File: config.mk
export PLATFORM = sky130hd
export DESIGN_NAME = cordic_addsub_pipe
export DESIGN_NICKNAME = d
export VERILOG_FILES = /design/src/rtl/cordic_addsub_pipe.sv
export SDC_FILE = /design/constraint.sdc
export NUM_CORES = 1
export LEC_CHECK = 0
export CORE_ASPECT_RATIO = 0.7
export CORE_MARGIN = 1
export CORE_UTILIZATION = 55
export CTS_CLUSTER_DIAMETER = 150
export DETAILED_ROUTE_END_ITERATION = 6
export GPL_TIMING_DRIVEN = 0
export PLACE_DENSITY = 0.9
export SETUP_SLACK_MARGIN = 0.4
export SLEW_MARGIN = 25
export SYNTH_ARGS = -nofsm -noshare
export SYNTH_HDL_FRONTEND = slang
export SYNTH_SLANG_ARGS = --single-unit
File: constraint.sdc
create_clock -name clk -period 2.3 [get_ports clk]
set_input_delay 0.46 -clock clk [delete_from_list [all_inputs] [get_ports clk]]
set_output_delay 0.46 -clock clk [all_outputs]
set_load 0.05 [all_outputs]
File: src/rtl/cordic_addsub_pipe.sv
// cordic_addsub_pipe: pipelined signed add/sub with saturate-or-wrap overflow and valid/ready stall
module cordic_addsub_pipe #(
  parameter int WORD_WIDTH = 16,
  parameter int STAGES = 2,
  parameter bit SATURATE = 1'b1
) (
  input  logic                  clk,
  input  logic                  rst,
  input  logic [WORD_WIDTH-1:0] A,
  input  logic [WORD_WIDTH-1:0] B,
  input  logic                  sub,
  input  logic                  in_valid,
  output logic                  in_ready,
  output logic [WORD_WIDTH-1:0] out,
  output logic                  out_valid,
  input  logic                  out_ready,
  output logic                  ovf,
  output logic                  ovf_sticky,
  input  logic                  clr_ovf
);
  localparam int W = WORD_WIDTH;
  logic          en;
  logic [W:0]    a_x, b_x, r;
  logic          ov;
  logic [W-1:0]  res;
  logic [W-1:0]  data_q [STAGES];
  logic [STAGES-1:0] vld_q, ovf_q;
  logic          sticky_q, sticky_d;
  assign out_valid  = vld_q[STAGES-1];
  assign ovf        = ovf_q[STAGES-1];
  assign out        = data_q[STAGES-1];
  assign en         = ~out_valid | out_ready;
  assign in_ready   = en;
  assign ovf_sticky = sticky_q;
  // Stage-1 arithmetic on a one-bit-wider sign-extended word so the true result is never lost
  always_comb begin
    a_x = {A[W-1], A};
    b_x = {B[W-1], B};
    r   = sub ? a_x - b_x : a_x + b_x;
    ov  = r[W] ^ r[W-1];
    res = (SATURATE && ov) ? (r[W] ? {1'b1, {(W-1){1'b0}}} : {1'b0, {(W-1){1'b1}}}) : r[W-1:0];
  end
  // Whole pipeline advances together on en; ovf is only ever stored alongside a valid entry
  always_ff @(posedge clk or posedge rst)
    if (rst) begin
      vld_q <= '0;
      ovf_q <= '0;
      for (int i = 0; i < STAGES; i++) data_q[i] <= '0;
    end else if (en) begin
      vld_q[0]  <= in_valid;
      ovf_q[0]  <= in_valid & ov;
      data_q[0] <= res;
      for (int i = 1; i < STAGES; i++) begin
        vld_q[i]  <= vld_q[i-1];
        ovf_q[i]  <= ovf_q[i-1];
        data_q[i] <= data_q[i-1];
      end
    end
  // Sticky flag: an overflowing output transfer beats a simultaneous clear
  always_comb sticky_d = (out_valid & out_ready & ovf) | (sticky_q & ~clr_ovf);
  // Sticky register
  always_ff @(posedge clk or posedge rst)
    if (rst) sticky_q <= 1'b0;
    else sticky_q <= sticky_d;
endmodule

==> results.yml <==
outcome:
  status: "complete, but fails checks"
  violations: "negative setup slack"
grt:
  grt_pass1_vias: 2833
  grt_max_degree: 38
  grt_use_total_pct: 31.5
  grt_pass1_wl_mm: 13.4
  antenna_found_initial: 0
  grt_overflow: 0
layout:
  fin_nets: 503
  diodes: 0
  syn2layout_area_growth_pct: 40.7
  final_util_pct: 83.3
  nFillCells: 305
  layout-drive-gt1-share_pct: 23.4
  final_cells: 517
yosys:
  yosys.area_share.adder_pct: 7.96
  ys.flop_type: "dfrtp_1"
  synth_top_area_share_pct: 31.7
  yosys.area_share.simple_pct: 23.3
  synth_compound_area_share_pct: 19.6
  muxShareOfSynthArea_pct: 0.684
  synth_warnings: 0
  yosys.cell_count.top_type: "nand2_1"
  synth.cell_area_mm2: 0.00293
  synth_top_cell_by_area: "dfrtp_1"
  synth_area_leaders: "dfrtp_1 (32%), nand2_1 (8.9%), ha_1 (7.3%), xnor2_1 (5.7%), a21oi_1 (5.1%)"
  netlist_instances: 364
  yosysSeqAreaShare_pct: 31.7
  yosys.cell_types.count: 54
  synth_edf_count: 0
  ys_ff_latch: 37
  ys_async_sr_fraction_pct: 100
  synth_top_family_by_area: "simple AND/OR/NAND/NOR gates"
  synth_commonest_cells: "nand2_1 (69), dfrtp_1 (37), a21oi_1 (30), nor2_1 (30), xnor2_1 (19)"
  synth.net_count: 420
  avgSynthCellArea_um2: 8.04
  synth_xor_area_share_pct: 8.08
timing:
  rsz0062_at_grt: "true"
  slew_violations: 0
  final-setup-viol-count: 17
  setup_slack_ps: -1490
  hold_viol: 0
  clock.fmax_ghz: 0.264
  fin_crit_ps: 3790
  skew_ps: 2.72
  worst_slew_pin_slew_ps: 752
  timing.hold.ws_ps: 470
  period_share_pct: 165
  relSlewSlack_pct: 49.8
hold_path:
  whs_endpoint: "out[5]"
  holdCritStartpoint: "out[5]"
  worstHoldPathType: "flop to flop"
  hold_depth: 2
floorplanning:
  die-width_um: 89.2
  die_y_um: 63.0
  start_util_pct: 59.2
  core_mm2: 0.00494
  design.portCount: 58
  num_rows: 21
  die_area_mm2: 0.00562
cts:
  cts_buffer_depth: 2
  cts_tree: "yes"
  clock_latency_ps: 290
  cts_hold_repair.buffers: 0
  cts.htree.levels: 2
  numCtsBuffers: 5
  clockRootBuffer: "clkbuf_8"
  clock_sinks: 37
  path_clk_slew_ps: 70
drt:
  ant_nets: 0
  routed_via_density: 6.17
  routedWlPerCell_um: 17.6
  routed_wl_mm: 9.12
  drc: 0
  dr_total_vias: 3189
  drt_iter0_markers: 366
  first_pass_iters: 5
placed_design:
  dp_hpwl_mm: 5.68
  dp.cells: 489
  io_buffers: 56
  place_ws_ps: -2240
  gp_congestion: 0.872
power_and_ir_drop:
  leakage_nw: 1.87
  vdd_ir_drop_max_uv: 703
  power_density_mw_per_mm2: 923
setup_path:
  r2r_start: "vld_q[1]"
  worstPathArrival_ps: 3970
  critPathLaunchType: "input port"
  rr_endpoint: "data_q[27]"
  r2r_setup_slack_ps: 530
  crit_type: "input port to flop"
  cp-end-kind: "flop"
  required_ps: 2480
  ff2ff_path_depth: 6
  cp_max_fo: 5
flow_run:
  maxCapViolCount: 0
-- report_power, final --
group	leakage, nW	total, mW	internal, mW	switching (mW)
combinational	1.39	2.28	0.917	1.37
clock	0.0450	0.454	0.210	0.244
sequential	0.435	1.06	0.909	0.152
total	1.87	3.80	2.04	1.76
-- routing by layer --
metal  up-vias  track usage (%)  wire (um)
met4         0             7.74        362
li1       1441                -          -
met2       206             51.1       4090
met1      1492             43.1       3790
met3        50             6.08        883
met5         -                0          0
-- cell type report --
type | count | area [um^2] | area share, %
multi-input combinational | 283 | 2010 | 48.9
sequential | 37 | 927 | 22.5
timing repair buffer | 76 | 709 | 17.2
buffer | 33 | 250 | 6.08
tap | 69 | 86.3 | 2.10
clock buffer | 6 | 72.6 | 1.76
inverter | 11 | 46.3 | 1.12
clock inverter | 2 | 10.0 | 0.243
-- critical path, cell delays in order --
cell and delay [ps]:
buf_8 90, or4_4 530, or4_4 480, nor2_4 130
a21o_4 160, o21ai_2 60, xnor2_1 150, ha_1 350
and3_4 230, and2_4 150, o211a_1 200, a211oi_2 70
xnor2_2 370, buf_6 200, nor4_4 40, a221o_1 270
-- sequential cells by signal, summed over array words and instances (netlist names) --
register and count:
out 16, ovf_q 2, data_q 16, ovf_sticky 1, vld_q 2
-- through the flow --
step / area [um^2] / power, mW / setup TNS, ps
6_report: 4120 / 3.80 / -24320
5_1_grt: 4120 / 3.99 / -25840
4_1_cts: 3900 / 3.53 / -25190
3_5_place_dp: 3620 / 3.04 / -37310
3_3_place_gp: 3620 / 2.98 / -36380
2_1_floorplan: 2970 / 2.49 / -21410
-- kinds of logic after synthesis --
| kind of cell | Yosys count |
|---|---|
| AO/OA/AOI/OAI | 88 |
| XOR/XNOR | 27 |
| flip-flops | 37 |
| adder cells (fa/ha/maj) | 18 |
| multiplexers | 2 |
| AND/OR/NAND/NOR | 148 |
| buffers and inverters | 44 |
-- how the worst max path moves through the flow --
stage / startpoint / end / slack [ps] / cells after the start
after CTS: B[2] / data_q[22] / -1540 / 15
after floorplan: B[2] / ovf_q[0] / -1340 / 15
after detailed placement: B[2] / ovf_q[0] / -2240 / 16
after global placement: B[2] / ovf_q[0] / -2200 / 16
final: B[2] / ovf_q[0] / -1490 / 16
after global routing: B[11] / ovf_q[0] / -1570 / 14
-- layout by cell type, fill, tap and decap left out, drive strengths merged, types with 3 or more instances in the layout --
cell type,n
nand2,69
buf,49
dfrtp,37
a21oi,32
clkdlybuf4s50,31
nor2,30
dlygate4sd2,20
xnor2,19
ha,17
clkbuf,15
nand3,14
o21ai,12
inv,10
o22ai,10
xor2,8
a21o,7
nor3,6
a211oi,5
and3,5
nor4,5
and2,4
nor2b,3
nand4,3
nand2b,3
a31oi,3
o2111ai,3
clkinv,3
o311ai,3
-- what timing repair did --
action / in CTS / in global routing
setup endpoints to repair: 37 / 17
gates cloned: 2 / 1
gates resized for setup: 81 / 30
pin swaps: 23 / 16
setup buffers: 9 / 8
No activity file was read; power rests on OpenSTA's default activity.
==> RTL change 1 (same settings) <==
The parameter `STAGES` goes from 2 to 4.
--- a/src/rtl/cordic_addsub_pipe.sv
+++ b/src/rtl/cordic_addsub_pipe.sv
@@ -2,5 +2,5 @@
 module cordic_addsub_pipe #(
   parameter int WORD_WIDTH = 16,
-  parameter int STAGES = 2,
+  parameter int STAGES = 4,
   parameter bit SATURATE = 1'b1
 ) (
Function: changed (a bounded check fails within 4 cycles, from zero or initial values and one cycle with rst high).
==> RTL change 1 against the unedited design <==
- the run still ends with negative setup slack left
- routed wire length rose by 78%
- cell area rose by 44%
- area after synthesis rose by 44%
- die area rose by 43%
- setup slack improved by 0.27 ns
- sequential power rose by 120%
- sequential cell count rose by 36
- power rose by 84%
- highest routed layer unchanged
==> RTL change 1: results (changes against the unedited design) <==
Routing
  • First DRT Iteration DRCs: 817 (+120%)
  • Detailed Routing Iterations Pass 1: 7 (+2)
  • Wirelength per Cell: 22.1 um (+25%)
  • Vias/cell: 6.61 (+7.2%)

Placed design
  • Post-DP HPWL: 7720 um (+36%)
  • Placed Area: 5030 um^2 (+39%)

STA
  • Worst-Margin Slew: 0.652 ns (-0.0994 ns)
  • Worst Skew: 0.0107 ns (+0.00796 ns)
  • Sum of negative setup slack: -18.63 ns (+5.69 ns)
  • Setup ws final: -1.21 ns (+0.274 ns)
  • Final setup viols: 17 (unchanged)
  • Min Hold Slack: 0.471 ns (+0.00121 ns)

Finish
  • Multi-input gate area: 2490 um^2 (+24%)
  • Data buffer area share: 0.213 (-0.0203)
  • Final std cells w/o fill: 734 (+42%)
  • Clock buffers: 11 (+5)
  • Area delta synth->final: 40.6% (about the same)
  • Clk tree area frac: 0.0297 (+0.00962)
  • Antenna diode count: 1 (+1)
  • Non-CTS buffers: 140 (+28%)
  • Final nets: 687 (+37%)
  • Seq/total area: 0.307 (+0.0821)
  • #MultiIn Comb: 395 (+40%)
  • Number of non-clock inverters: 12 (+1)

Run status
  • Violated checks: negative setup slack
  • Outcome: complete, but fails checks

Power
  • Power per Cell Area: 1180 nW/um^2 (+27%)
  • Maximum VDD drop: 0.822 mV (+17%)
  • P_sw: 3.24 mW (+84%)
  • Leakage: 2.84 nW (+52%)

Yosys
  • Sequential share of the synthesized area: 0.432 (+0.116)
  • XOR/XNOR share of the synthesized area: 0.0557 (-0.0252)
  • Adder-cell share of the synthesized area: 0.0551 (-0.0245)
  • Commonest cells in the netlist: nand2_1, dfrtp_1, a21oi_1
  • Distinct cells, synth: 49 (-9.3%)
  • Compound-Gate Fraction of Synth Area: 0.146 (-0.0499)

GRT
  • First-pass GRT wire length: 20,000 um (+50%)
  • Largest net degree at the start of global routing: 30 (-21%)
  • Initial antenna violation count: 1 (+1)
  • Gr usage total: 0.325 (+0.0101)
  • Vias in the first global route: 4,331 (+53%)

Setup path
  • CP peak stage delay: 0.36 ns (-0.17 ns)
  • CP max stage cell: or3_4
  • R2R setup slack: 0.36 ns (-0.17 ns)

Clock network
  • Htree depth: 3 (+1)
  • Post-CTS setup buffer count: 22 (+13)
  • Clk_lat worst skew: 0.35 ns (+0.06 ns)
  • PostCTS Resize Cnt: 80 (-1.2%)
  • Clock sinks: 73 (+97%)

Die
  • Core area: 7350 um^2 (+49%)
## RTL change 1: power by group through the flow
stage	registers [mW]	logic, mW	clock network (mW)
6_report	2.34	3.68	0.967
4_1_cts	2.24	2.98	0.930
3_3_place_gp	2.23	2.73	0
5_1_grt	2.37	3.87	1.00
2_1_floorplan	2.25	2.02	0
3_5_place_dp	2.27	2.85	0
## RTL change 1: worst paths after layout
kind / to / startpoint / cells past startpoint
worst max-delay path: data_q[57] / B[4] / 18
worst min-delay path: data_q[22] / data_q[22] / 2
worst max register to register: data_q[17] / vld_q[3] / 7
max in group asynchronous: out[4] / rst / 4
worst min register to register: data_q[22] / data_q[22] / 2
min in group asynchronous: data_q[31] / rst / 2
## RTL change 1: routing by layer
layer | vias to the layer above | share of wire | track usage | wire length, um
li1 | 1941 | - | - | -
met1 | 2233 | 0.33 | 0.395 | 5320
met2 | 497 | 0.45 | 0.563 | 7290
met3 | 181 | 0.14 | 0.0684 | 2190
met4 | 0 | 0.088 | 0.166 | 1420
met5 | - | 0 | 0 | 0
==> RTL change 2 (config.mk and constraints unchanged) <==
Made on the original files. Put a register stage on the output `ovf`, cleared by the reset. The value now appears one clock later. The other outputs are not delayed to match.
--- a/src/rtl/cordic_addsub_pipe.sv
+++ b/src/rtl/cordic_addsub_pipe.sv
@@ -20,4 +20,6 @@
 );
   localparam int W = WORD_WIDTH;
+
+  logic ovf_d;
   logic          en;
   logic [W:0]    a_x, b_x, r;
@@ -28,5 +30,5 @@
   logic          sticky_q, sticky_d;
   assign out_valid  = vld_q[STAGES-1];
-  assign ovf        = ovf_q[STAGES-1];
+  assign ovf_d      = ovf_q[STAGES-1];
   assign out        = data_q[STAGES-1];
   assign en         = ~out_valid | out_ready;
@@ -58,9 +60,17 @@
     end
   // Sticky flag: an overflowing output transfer beats a simultaneous clear
-  always_comb sticky_d = (out_valid & out_ready & ovf) | (sticky_q & ~clr_ovf);
+  always_comb sticky_d = (out_valid & out_ready & ovf_d) | (sticky_q & ~clr_ovf);
   // Sticky register
   always_ff @(posedge clk or posedge rst)
     if (rst) sticky_q <= 1'b0;
     else sticky_q <= sticky_d;
+  always_ff @(posedge clk or posedge rst) begin
+    if (rst) begin
+      ovf <= '0;
+    end else begin
+      ovf <= ovf_d;
+    end
+  end
+
 endmodule
 
Function: changed (Yosys sat finds a counterexample within 4 cycles, from zero or initial values and one cycle with rst high).
==> RTL change 2 against the unedited design <==
- the run still ends with negative setup slack left
- area after synthesis increased by 1.4%
- routed wire length grew 14%
- power grew 7.2%
- sequential share of layout area is 0.15 points lower
- via count grew 2.7%
- cell area rose by 3.4%
- register-to-register slack worse by 0.07 ns
- first-iteration DRC count decreased by 23%
- sequential cell count grew 1
- non-clock buffer count up 9
- die area grew 1.3%
- count of clock-buffer cells in the layout up 1
- setup slack better by 0.069 ns
- largest cell class unchanged
- highest routed layer unchanged
==> RTL change 2: results (changes against the unedited design) <==
Yosys
  • Syn nets: 411 (-2.1%)
  • Synth top area cells: dfrtp_1, nand2_1, ha_1, xnor2_1, buf_4
  • Distinct cells, synth: 55 (+1.9%)
  • Async SR Flop Fraction: 1.00 (unchanged)
  • Syn_area_per_cell: 8.35 um^2 (+3.9%)
  • Commonest cells in the netlist: nand2_1, dfrtp_1, a21oi_1, nor2_1, xnor2_1
  • Sequential share of the synthesized area: 0.321 (+0.00417)

GRT
  • Largest net degree at the start of global routing: 39 (+2.6%)
  • First-pass GRT wire length: 13,300 um (-0.83%)
  • Gr usage total: 0.295 (-0.0199)
  • Vias in the first global route: 2,876 (+1.5%)

Setup path
  • R2R setup slack: 0.46 ns (-0.07 ns)
  • Critical path launch point: B[8]
  • Worst R2R Path Depth: 8 (+2)
  • FF-to-FF End: out[3]
  • CP max FO: 6 (+1)
  • Critical path arrival: 3.89 ns (-0.08 ns)

Placed design
  • DP Cell Count: 480 (-1.8%)
  • Port buffer count: 56 (unchanged)
  • GP Congestion: 0.853 (-2.2%)
  • Post-DP HPWL: 5670 um (about the same)

Finish
  • Final nets: 503 (unchanged)
  • Antenna diode count: 0 (unchanged)
  • Layout cell share with drive strength beyond 1: 0.277 (+0.0424)

Min path
  • Hold depth: 0 (-2)
  • Worst hold path type: flip-flop to flip-flop
  • Worst Hold End: ovf
  • Hold path start: ovf_q[1]

Power
  • Maximum VDD drop: 0.749 mV (+6.6%)
  • Leakage: 1.94 nW (+3.8%)

Run status
  • Outcome: complete, but fails checks
  • Violated checks: negative setup slack

Clock network
  • Htree depth: 2 (unchanged)
  • CTS Root Buffer Type: clkbuf_8

STA
  • Min Hold Slack: 0.446 ns (-0.0239 ns)
  • Worst slew margin: 0.491 (-0.00657)
  • Setup ws final: -1.42 ns (+0.0686 ns)
  • Sum of negative setup slack: -23.34 ns (+0.981 ns)
  • Worst Skew: 0.00602 ns (+0.00330 ns)
  • Final setup viols: 17 (unchanged)

Routing
  • Top Layer Used: met4
  • WL met3: 1020 um (+16%)
  • Met2 wire length: 4730 um (+16%)
  • Total wire length: 10,400 um (+14%)
  • First DRT Iteration DRCs: 281 (-23%)
  • Met1 WL: 3940 um (+3.9%)
  • Via Count: 3,276 (+2.7%)
[RTL change 2: cell count changes after synthesis, sizes merged, moves of 3 or more]
cell	before	now
a21o	7	1
and3	5	0
inv	10	13
nand2	69	76
nand3	14	11
nor2	30	25
o211ai	1	5
o21ai	12	23
o22ai	10	1
o311ai	3	0
xnor2	19	22
[RTL change 2: cell families (layout without fill, tap and decap cells)]
group	count (synthesis)	count (layout)	share of synthesized area
buffers and inverters	46	139	0.0844
XOR/XNOR	28	28	0.102
flip-flops	38	38	0.321
AO/OA/AOI/OAI	85	85	0.203
AND/OR/NAND/NOR	137	137	0.201
multiplexers	1	1	0.00338
adder cells (fa/ha/maj)	20	20	0.0861
[RTL change 2: layout make-up]
type	count	area [um^2]
clock inverter	1	5.00
multi-input combinational	271	2030
buffer	33	248
clock buffer	7	86.3
inverter	13	51.3
fill	253	709
timing repair buffer	85	795
sequential	38	952
tap	69	86.3
[RTL change 2: report_power, final]
part / switching, mW / leakage [nW] / internal, mW
clock: 0.230 / 0.0482 / 0.242
sequential: 0.182 / 0.449 / 0.954
combinational: 1.49 / 1.44 / 0.978
total: 1.90 / 1.94 / 2.17
[RTL change 2: critical path, cell delays in order]
cell,delay (ns)
clkdlybuf4s50_1,0.55
nor4_4,0.32
buf_4,0.18
and2_4,0.17
a21oi_1,0.12
xnor2_2,0.19
ha_4,0.28
o21ai_0,0.14
a31oi_4,0.25
buf_4,0.15
nand2_1,0.12
o21ai_4,0.29
xor2_4,0.15
buf_6,0.16
o211ai_1,0.23
nand3_1,0.11
[RTL change 2: worst max path at each step]
stage / depth (start not counted) / to
2_1_floorplan: 15 / data_q[22]
6_report: 16 / data_q[27]
4_1_cts: 16 / data_q[27]
5_1_grt: 17 / data_q[19]
3_3_place_gp: 16 / data_q[25]
3_5_place_dp: 16 / data_q[27]
[RTL change 2: per-layer routing]
layer,up-vias,track usage
met5,-,0
met4,0,0.0471
met1,1554,0.384
met2,256,0.514
met3,71,0.0652
li1,1395,-
[RTL change 2: stage by stage]
stage | setup WS [ns] | cell area [um^2] | power, mW
after floorplan | -1.06 | 3040 | 2.65
after global placement | -1.96 | 3690 | 3.17
after detailed placement | -2.01 | 3690 | 3.23
after CTS | -1.36 | 3950 | 3.72
after global routing | -1.50 | 4260 | 4.25
final | -1.42 | 4260 | 4.07
[RTL change 2: timing repair]
| action | 4_1_cts | 5_1_grt |
|---|---|---|
| buffers inserted | 13 | 15 |
| endpoints found under the setup margin | 45 | 20 |
| gates resized for setup | 70 | 45 |
| gates cloned | 1 | 0 |
| pin swaps | 24 | 24 |
